$ cat config.mk
export PLATFORM = sky130hd
export DESIGN_NAME = router_sync_n
export DESIGN_NICKNAME = d
export VERILOG_FILES = /design/src/rtl/router_sync_n.sv
export SDC_FILE = /design/constraint.sdc
export NUM_CORES = 1
export LEC_CHECK = 0
export BUFFER_PORTS_ARGS = -buffer_cell sky130_fd_sc_hd__buf_4
export CORE_MARGIN = 5
export CORE_UTILIZATION = 39
export DETAILED_ROUTE_END_ITERATION = 12
export GPL_TIMING_DRIVEN = 0
export HOLD_SLACK_MARGIN = 0.05
export PLACE_DENSITY = 0.73
export SYNTH_ARGS = -nofsm -noshare
export SYNTH_HDL_FRONTEND = slang
export SYNTH_SLANG_ARGS = --single-unit
export TNS_END_PERCENT = 50
$ cat constraint.sdc
create_clock -name clk -period 1.57 [get_ports clk]
set_clock_uncertainty 0.15 [all_clocks]
set_input_delay 0.314 -clock clk [delete_from_list [all_inputs] [get_ports clk]]
set_output_delay 0.314 -clock clk [all_outputs]
set_load 0.005 [all_outputs]
$ cat src/rtl/router_sync_n.sv
`default_nettype none
// ============================================================================
// Module   : router_sync_n
// Purpose  : N-channel synchroniser between the router FSM/register block and
//            its output FIFOs. Latches the destination address on a header
//            strobe, steers the FIFO write enable and full status for that
//            address, derives valid-out from the FIFO empty flags, and runs a
//            read-aware per-channel timeout that soft-resets an unread FIFO.
// Revision : 1.0  initial release
// ----------------------------------------------------------------------------
// Parameters:
//   NUM_CH  - number of output channels/FIFOs (2..8)
//   ADDR_W  - width of the din address field (2**ADDR_W >= NUM_CH)
//   TIMEOUT - cycles a non-empty, unread channel waits before soft reset
//   CNT_W   - timeout counter width (TIMEOUT <= 2**CNT_W)
// Ports:
//   clk        in   clock, rising edge
//   rst        in   synchronous reset, active-high
//   detect_add in   header strobe; latch din as destination address
//   din        in   destination address [ADDR_W-1:0]
//   we_reg     in   write request from router FSM
//   re         in   per-channel FIFO read enable [NUM_CH-1:0]
//   empty      in   per-channel FIFO empty [NUM_CH-1:0]
//   full       in   per-channel FIFO full [NUM_CH-1:0]
//   we         out  one-hot FIFO write enable (combinational)
//   fifo_full  out  full flag of the addressed FIFO (combinational)
//   vout       out  valid-out = ~empty (combinational)
//   soft_reset out  per-channel timeout soft reset (registered)
//   addr_err   out  one-cycle pulse: latched address was out of range
// Build option:
//   ROUTER_SYNC_SR_STICKY_EN - when defined, soft_reset stays high after a
//   timeout until the channel is read, drains empty, or rst is applied.
// ============================================================================
module router_sync_n #(
    parameter int NUM_CH  = 3,
    parameter int ADDR_W  = 2,
    parameter int TIMEOUT = 30,
    parameter int CNT_W   = 5
) (
    input  logic              clk,
    input  logic              rst,
    input  logic              detect_add,
    input  logic [ADDR_W-1:0] din,
    input  logic              we_reg,
    input  logic [NUM_CH-1:0] re,
    input  logic [NUM_CH-1:0] empty,
    input  logic [NUM_CH-1:0] full,
    output logic [NUM_CH-1:0] we,
    output logic              fifo_full,
    output logic [NUM_CH-1:0] vout,
    output logic [NUM_CH-1:0] soft_reset,
    output logic              addr_err
);

    // One extra bit so NUM_CH == 2**ADDR_W is still representable.
    localparam logic [ADDR_W:0]  c_NUM_CH = (ADDR_W+1)'(NUM_CH);
    localparam logic [CNT_W-1:0] c_TERM   = CNT_W'(TIMEOUT - 1);
    localparam logic [CNT_W-1:0] c_ONE    = CNT_W'(1);
    localparam logic [CNT_W-1:0] c_ZERO   = '0;

    localparam logic [1:0] c_S_IDLE  = 2'd0;
    localparam logic [1:0] c_S_COUNT = 2'd1;
    localparam logic [1:0] c_S_FIRE  = 2'd2;

    logic [ADDR_W-1:0] r_addr_q;
    logic              r_addr_vld;
    logic              r_addr_err;
    logic              w_din_ok;
    logic [NUM_CH-1:0] w_we;
    logic              w_fifo_full;
    logic [NUM_CH-1:0] w_vout;

    assign w_din_ok = ({1'b0, din} < c_NUM_CH);

    // ------------------------------------------------------------------------
    // Destination address latch
    // ------------------------------------------------------------------------
    always_ff @(posedge clk) begin
        if (rst) begin
            r_addr_q   <= '0;
            r_addr_vld <= 1'b0;
            r_addr_err <= 1'b0;
        end else if (detect_add) begin
            r_addr_q   <= din;
            r_addr_vld <= w_din_ok;
            r_addr_err <= ~w_din_ok;
        end else begin
            r_addr_err <= 1'b0;
        end
    end

    // ------------------------------------------------------------------------
    // Write steering and full mux. Both use the already-latched address, so a
    // header strobe in the same cycle as a write only affects the next cycle.
    // ------------------------------------------------------------------------
    always_comb begin
        w_we        = '0;
        w_fifo_full = 1'b0;
        for (int i = 0; i < NUM_CH; i++) begin
            if (r_addr_vld && (r_addr_q == ADDR_W'(i))) begin
                w_we[i]     = we_reg;
                w_fifo_full = full[i];
            end
        end
    end

    assign w_vout    = ~empty;
    assign we        = w_we;
    assign fifo_full = w_fifo_full;
    assign vout      = w_vout;
    assign addr_err  = r_addr_err;

    // ------------------------------------------------------------------------
    // Per-channel timeout FSM. IDLE->COUNT loads 1 so that, with no reads,
    // soft_reset rises exactly TIMEOUT cycles after vout rises.
    // ------------------------------------------------------------------------
    generate
        for (genvar gi = 0; gi < NUM_CH; gi++) begin : g_ch
            logic [1:0]       r_state;
            logic [1:0]       w_state_nxt;
            logic [CNT_W-1:0] r_cnt;
            logic [CNT_W-1:0] w_cnt_nxt;
            logic             r_sr;
            logic             w_sr_nxt;

            // State register
            always_ff @(posedge clk) begin
                if (rst) begin
                    r_state <= c_S_IDLE;
                    r_cnt   <= '0;
                    r_sr    <= 1'b0;
                end else begin
                    r_state <= w_state_nxt;
                    r_cnt   <= w_cnt_nxt;
                    r_sr    <= w_sr_nxt;
                end
            end

            // Next-state logic: empty beats read beats terminal count.
            always_comb begin
                w_state_nxt = r_state;
                w_cnt_nxt   = r_cnt;
                case (r_state)
                    c_S_IDLE: begin
                        if (w_vout[gi]) begin
                            w_state_nxt = c_S_COUNT;
                            w_cnt_nxt   = c_ONE;
                        end else begin
                            w_state_nxt = c_S_IDLE;
                            w_cnt_nxt   = c_ZERO;
                        end
                    end
                    c_S_COUNT: begin
                        if (!w_vout[gi]) begin
                            w_state_nxt = c_S_IDLE;
                            w_cnt_nxt   = c_ZERO;
                        end else if (re[gi]) begin
                            w_state_nxt = c_S_COUNT;
                            w_cnt_nxt   = c_ZERO;
                        end else if (r_cnt == c_TERM) begin
                            w_state_nxt = c_S_FIRE;
                            w_cnt_nxt   = c_ZERO;
                        end else begin
                            w_cnt_nxt   = r_cnt + c_ONE;
                        end
                    end
                    c_S_FIRE: begin
`ifdef ROUTER_SYNC_SR_STICKY_EN
                        // Hold the soft reset until the channel is serviced.
                        if (!w_vout[gi]) begin
                            w_state_nxt = c_S_IDLE;
                            w_cnt_nxt   = c_ZERO;
                        end else if (re[gi]) begin
                            w_state_nxt = c_S_COUNT;
                            w_cnt_nxt   = c_ZERO;
                        end else begin
                            w_state_nxt = c_S_FIRE;
                            w_cnt_nxt   = c_ZERO;
                        end
`else
                        if (!w_vout[gi]) begin
                            w_state_nxt = c_S_IDLE;
                            w_cnt_nxt   = c_ZERO;
                        end else begin
                            w_state_nxt = c_S_COUNT;
                            w_cnt_nxt   = c_ONE;
                        end
`endif
                    end
                    default: begin
                        w_state_nxt = c_S_IDLE;
                        w_cnt_nxt   = c_ZERO;
                    end
                endcase
            end

            // Output logic: soft_reset is registered alongside the FIRE state.
            always_comb begin
                w_sr_nxt = (w_state_nxt == c_S_FIRE);
            end

            assign soft_reset[gi] = r_sr;
        end
    endgenerate

endmodule
`default_nettype wire
Yosys cells after proc, flatten, opt, wreduce, memory -nomap -nowiden

Cells that the tools add are included.
Widths: inputs -> output; s select.

Register bits: 28
Input port bits: 15
Output and inout bits: 11
Logic and storage cells: 80

Add/sub/neg operators: 3
Order comparisons: 1
Equality and inequality tests: 14
Mux-type cells: 36
Bitwise gates (word level): 3
Reductions and logical operators: 11

Operators with widths:

| cell                | number |
|---|---|
| $mux 5              | 9 |
| $pmux 5 s2          | 3 |
| $mux 2              | 9 |
| $add 5x1->5 const B | 3 |
| $eq 5x5->1 const B  | 3 |
| $eq 2x2->1 const B  | 7 |
| $mux 1              | 12 |
| $pmux 2 s2          | 3 |
| $eq 2x1->1 const B  | 4 |
| $logic_not 2->1     | 4 |
| $reduce_or 2->1     | 4 |
| $logic_and 1x1->1   | 3 |
| $not 3->3           | 1 |
| $lt 2x2->1 const B  | 1 |
| $not 1->1           | 2 |

Depth between registers and ports, before layout

Word-level depth: 6
Depth in mapped cells: 5

Worst setup path after synthesis

No wires, ideal clock.

Path kind: reg-to-output
From: register r_addr_q[0]
To: output fifo_full
Arrival time: 773 ps
Data required time: 1106 ps
Path slack: 333 ps
Cell stages (with the launch flop): 4
Path buffers: 0
Cell sequence: dfxtp_1 > mux2i_1 > o21ai_0 > and2_1

Word-level cells in the longest chain between the ends: 5
Elaborated cells on any way between the ends: 9
Those cells by class: eq/ne (2); mux (3); reduce/logical (4)

Ends and longest elaborated chain:

| what                   | RTL line | source |
|---|---|---|
| from (decl)            | 65       | `logic [ADDR_W-1:0] r_addr_q;` |
| from (signal assigned) | 84       | `r_addr_q <= din;` |
| $logic_not 2->1        | 100      | `if (r_addr_vld && (r_addr_q == ADDR_W'(i))) begin` |
| $logic_and 1x1->1      | 100      |  |
| $mux 1 (2 in a row)    | 100      |  |
| $mux 1 *               | 100      |  |
| to (decl)              | 49       | `output logic fifo_full,` |

Mark *: on every way between the ends. The rest lies on a longest branch, timed or not.

Worst setup path after layout

Same ends and word-level chain as after synthesis.

==> tab_implementation.tex <==
\begin{tabular}{lr}
\hline
Metric & Value \\
\hline
\multicolumn{2}{l}{\textbf{Worst setup path}} \\
Type of element capturing the critical path & output pin \\
WP data arrival & 1.22 ns \\
Worst path required time & 1.11 ns \\
Category of the worst setup path launch point & flop \\
CP Class & flop to output pin \\
Max stage delay on crit path & 0.38 ns \\
Maximum fanout encountered on the critical timing path & 3 \\
Worst path cell trace & mux2i\_1, o21ai\_1, and2\_1, buf\_4 \\
Cell at the slowest stage of the critical path & sky130\_fd\_sc\_hd\_\_dfxtp\_4 \\
\multicolumn{2}{l}{\textbf{Clock network}} \\
Clock latency reported for the late side of the worst-skew pair & 0.32 ns \\
Total clock sinks & 28 \\
Register clock-pin slew on the reported worst setup and hold paths & 0.14 ns \\
Root buf cell & sky130\_fd\_sc\_hd\_\_clkbuf\_4 \\
Cts bufs inserted & 3 \\
Clock tree from TritonCTS & yes \\
Buffer levels on the longest clock path & 2 \\
Max H-tree Level & 1 \\
\multicolumn{2}{l}{\textbf{STA}} \\
Final hold viol count & 0 \\
Number of max-slew violations in the final report & 0 \\
Time the worst path needs with I/O delays and setup & 1.68 ns \\
Relative max-transition margin & 0.858 \\
Post-layout worst setup margin & -0.109 ns \\
Crit share post-route & 1.07 \\
Setup tns final & -0.206 ns \\
Number of setup violations in the final report & 4 \\
Slew at the pin with the worst max-slew slack & 0.212 ns \\
Top achievable clock speed & 0.595 GHz \\
Unrepaired setup endpoints after global routing & yes \\
\multicolumn{2}{l}{\textbf{Pwr}} \\
Maximum resistive drop on vdd & 0.537 mV \\
Internal Power & 0.878 mW \\
Sw Ratio & 0.221 \\
Total power density per cell area & 765 nW/um\^{}2 \\
Leakage component of the power & 0.595 nW \\
Relative contribution of combinational cells to total power & 0.094 \\
Switching power total & 0.249 mW \\
Power share of the sequential group & 0.656 \\
Fraction of power consumed by the clock network & 0.250 \\
\multicolumn{2}{l}{\textbf{GRT}} \\
Via count of the first global-routing pass & 974 \\
Antenna violations before repair & 0 \\
Total Routing Usage GR & 0.118 \\
Wire length of the first global-routing pass & 3960 um \\
Maximum number of pins on one net before global-route repair & 15 \\
Residual overflow from global routing & 0 \\
\multicolumn{2}{l}{\textbf{Placement}} \\
Placed cell area & 1390 um\^{}2 \\
Dpl hpwl & 1700 um \\
IO buf count & 25 \\
Placed cell count & 178 \\
Final Wtd Congestion & 0.704 \\
\multicolumn{2}{l}{\textbf{Floorplanning}} \\
Width of the die & 64.7 um \\
Chip Height & 64.7 um \\
Core region area & 2810 um\^{}2 \\
Total die area & 4190 um\^{}2 \\
Initial standard-cell utilization of the core & 0.416 \\
\# rows & 19 \\
Boundary pin count & 26 \\
\multicolumn{2}{l}{\textbf{Synthesis}} \\
Per-instance average area after synthesis & 9.57 um\^{}2 \\
Share of synthesized area occupied by flip-flops and latches & 0.480 \\
Synth Register Bits & 28 \\
Post-synth net total & 143 \\
Number of warning messages in the yosys log & 0 \\
Number of cells produced by synthesis & 122 \\
Cell area after synthesis & 1170 um\^{}2 \\
Synth unique cells & 22 \\
\multicolumn{2}{l}{\textbf{Route}} \\
Iteration-0 DRC count of the detailed router & 44 \\
Count of nets left with antenna violations after detail routing & 0 \\
First-pass iteration count of the detailed router & 4 \\
Total routed wirelength & 2230 um \\
Number of DRC violations after detailed routing & 0 \\
Via density per instance & 5.02 \\
Detailed-route via count & 933 \\
Routed wire length per instance & 12.0 um \\
\multicolumn{2}{l}{\textbf{Cells and area}} \\
Post-layout instance area & 1470 um\^{}2 \\
Layout-stage area growth over the synthesis result & 26.3\% \\
Total Nets Final & 178 \\
Filler cell count & 254 \\
Proportion of layout cells with a drive suffix above 1 & 0.271 \\
Total inserted antenna cells & 0 \\
Post-route insts no fill & 186 \\
\multicolumn{2}{l}{\textbf{Hold path}} \\
Worst hold path type & input pin to flop \\
\multicolumn{2}{l}{\textbf{Job}} \\
Max capacitance violation total & 0 \\
\multicolumn{2}{l}{\textbf{Outcome}} \\
Status & finished with violations \\
Failing checks & setup timing \\
\hline
\end{tabular}
==> area by class of cell <==
cell class / count / area, um^2 / share of cell area
buffer: 3 / 22.5 / 0.0153
sequential: 28 / 566 / 0.384
timing repair buffer: 30 / 235 / 0.160
multi-input combinational: 82 / 556 / 0.377
inverter: 9 / 33.8 / 0.0229
clock buffer: 3 / 22.5 / 0.0153
tap: 31 / 38.8 / 0.0263
==> registers in the layout, indices dropped and copies added, names as in the netlist <==
name,flops
addr_err,1
g_ch.r_cnt,15
g_ch.r_sr,3
g_ch.r_state,6
r_addr_q,2
r_addr_vld,1
==> synth_stat cells <==
library cell,n,share of area
sky130_fd_sc_hd__nor3_1,1,0.0043
sky130_fd_sc_hd__inv_1,9,0.029
sky130_fd_sc_hd__mux2i_1,2,0.017
sky130_fd_sc_hd__nor2_1,17,0.055
sky130_fd_sc_hd__nand3b_1,4,0.026
sky130_fd_sc_hd__nor3b_1,3,0.019
sky130_fd_sc_hd__buf_4,3,0.019
sky130_fd_sc_hd__nand2b_1,1,0.0054
sky130_fd_sc_hd__xor2_1,6,0.045
sky130_fd_sc_hd__o21ai_0,4,0.017
sky130_fd_sc_hd__a21boi_0,6,0.039
sky130_fd_sc_hd__ha_1,6,0.064
sky130_fd_sc_hd__and2_1,1,0.0054
sky130_fd_sc_hd__a311oi_1,1,0.0075
sky130_fd_sc_hd__nand4_2,4,0.043
sky130_fd_sc_hd__nor2_2,3,0.016
sky130_fd_sc_hd__nand4_1,2,0.011
sky130_fd_sc_hd__nand2_1,2,0.0064
sky130_fd_sc_hd__a21oi_1,7,0.030
sky130_fd_sc_hd__dfxtp_1,28,0.48
sky130_fd_sc_hd__nand3_1,9,0.039
sky130_fd_sc_hd__xnor2_1,3,0.023
==> final timing paths <==
kind / from / end / slack (ns) / cells after the start
min reg2reg: g_ch[0].r_state[1]$_SDFF_PP0_ / g_ch[0].r_state[1]$_SDFF_PP0_ / 0.35 / 2
max reg2reg: g_ch[2].r_cnt[1]$_SDFF_PP0_ / g_ch[2].r_cnt[3]$_SDFF_PP0_ / 0.20 / 5
min: empty[2] / g_ch[2].r_state[0]$_SDFF_PP0_ / 0.12 / 3
max: r_addr_q[0]$_SDFFE_PP0P_ / fifo_full / -0.11 / 4
==> cells by family (layout without fill, tap and decap cells) <==
kind of cell / count (synthesis) / in the layout / synth area share
multiplexers: 2 / 2 / 0.0171
buffers and inverters: 12 / 45 / 0.0482
adder cells (fa/ha/maj): 6 / 6 / 0.0643
flip-flops: 28 / 28 / 0.480
AND/OR/NAND/NOR: 47 / 47 / 0.229
AO/OA/AOI/OAI: 18 / 18 / 0.0932
XOR/XNOR: 9 / 9 / 0.0675
==> critical path, delay by kind of cell (launching register included) <==
family                 cells  cell delay [ns]
AOI/OAI and AO/OA          1             0.07
buffers and inverters      1             0.13
DFF                        1             0.38
muxes                      1             0.18
and+or+nand+nor            1             0.13
==> stage by stage <==
step	total power [mW]	utilization	setup slack, ns	hold slack (ns)
after detailed placement	0.850	0.497	0.131	0.328
final	1.13	0.525	-0.109	0.121
after global routing	1.20	0.525	-0.214	0.107
after global placement	0.845	0.497	0.168	0.317
after floorplan	0.793	-	0.333	0.233
after CTS	1.14	0.525	-0.119	0.120
==> placed cells by master (no fill, tap or decap) <==
master / n
sky130_fd_sc_hd__and2_1: 1
sky130_fd_sc_hd__nor2_1: 17
sky130_fd_sc_hd__nand3b_1: 4
sky130_fd_sc_hd__ha_1: 6
sky130_fd_sc_hd__dfxtp_2: 1
sky130_fd_sc_hd__nand4_2: 4
sky130_fd_sc_hd__nor3_1: 1
sky130_fd_sc_hd__buf_4: 29
sky130_fd_sc_hd__o21ai_0: 3
sky130_fd_sc_hd__nand3_1: 9
sky130_fd_sc_hd__o21ai_1: 1
sky130_fd_sc_hd__nor3b_1: 2
sky130_fd_sc_hd__dfxtp_1: 26
sky130_fd_sc_hd__mux2i_1: 2
sky130_fd_sc_hd__nor3b_2: 1
sky130_fd_sc_hd__nor2_2: 3
sky130_fd_sc_hd__clkbuf_4: 3
sky130_fd_sc_hd__a21boi_0: 6
sky130_fd_sc_hd__inv_1: 9
sky130_fd_sc_hd__xor2_1: 6
sky130_fd_sc_hd__xnor2_1: 3
sky130_fd_sc_hd__a311oi_1: 1
sky130_fd_sc_hd__nand4_1: 2
sky130_fd_sc_hd__dfxtp_4: 1
sky130_fd_sc_hd__nand2b_1: 1
sky130_fd_sc_hd__nand2_1: 2
sky130_fd_sc_hd__dlygate4sd3_1: 4
sky130_fd_sc_hd__a21oi_1: 7
==> power groups by stage <==
stage | clock network [mW] | registers [mW] | logic (mW)
final | 0.282 | 0.739 | 0.106
after global routing | 0.337 | 0.742 | 0.119
after CTS | 0.293 | 0.739 | 0.107
after detailed placement | 0 | 0.756 | 0.0937
after global placement | 0 | 0.755 | 0.0903
after floorplan | 0 | 0.752 | 0.0411
==> what timing repair did <==
item | 4_1_cts | 5_1_grt
pin swaps | 3 | 1
setup buffers | 1 | 0
endpoints found under the hold margin | 3 | 0
gates resized for setup | 4 | 1
setup endpoints to repair | 3 | 4
hold buffers | 4 | 0
==> per-layer routing <==
layer	global-route usage	vias to the layer above	share of wire	wire, um
met5	0	-	0	0
met4	0.0396	0	0.023	51
met2	0.231	14	0.54	1200
li1	-	480	-	-
met1	0.111	433	0.40	894
met3	0.0415	6	0.037	82
Power figures use the tool's default switching activity.
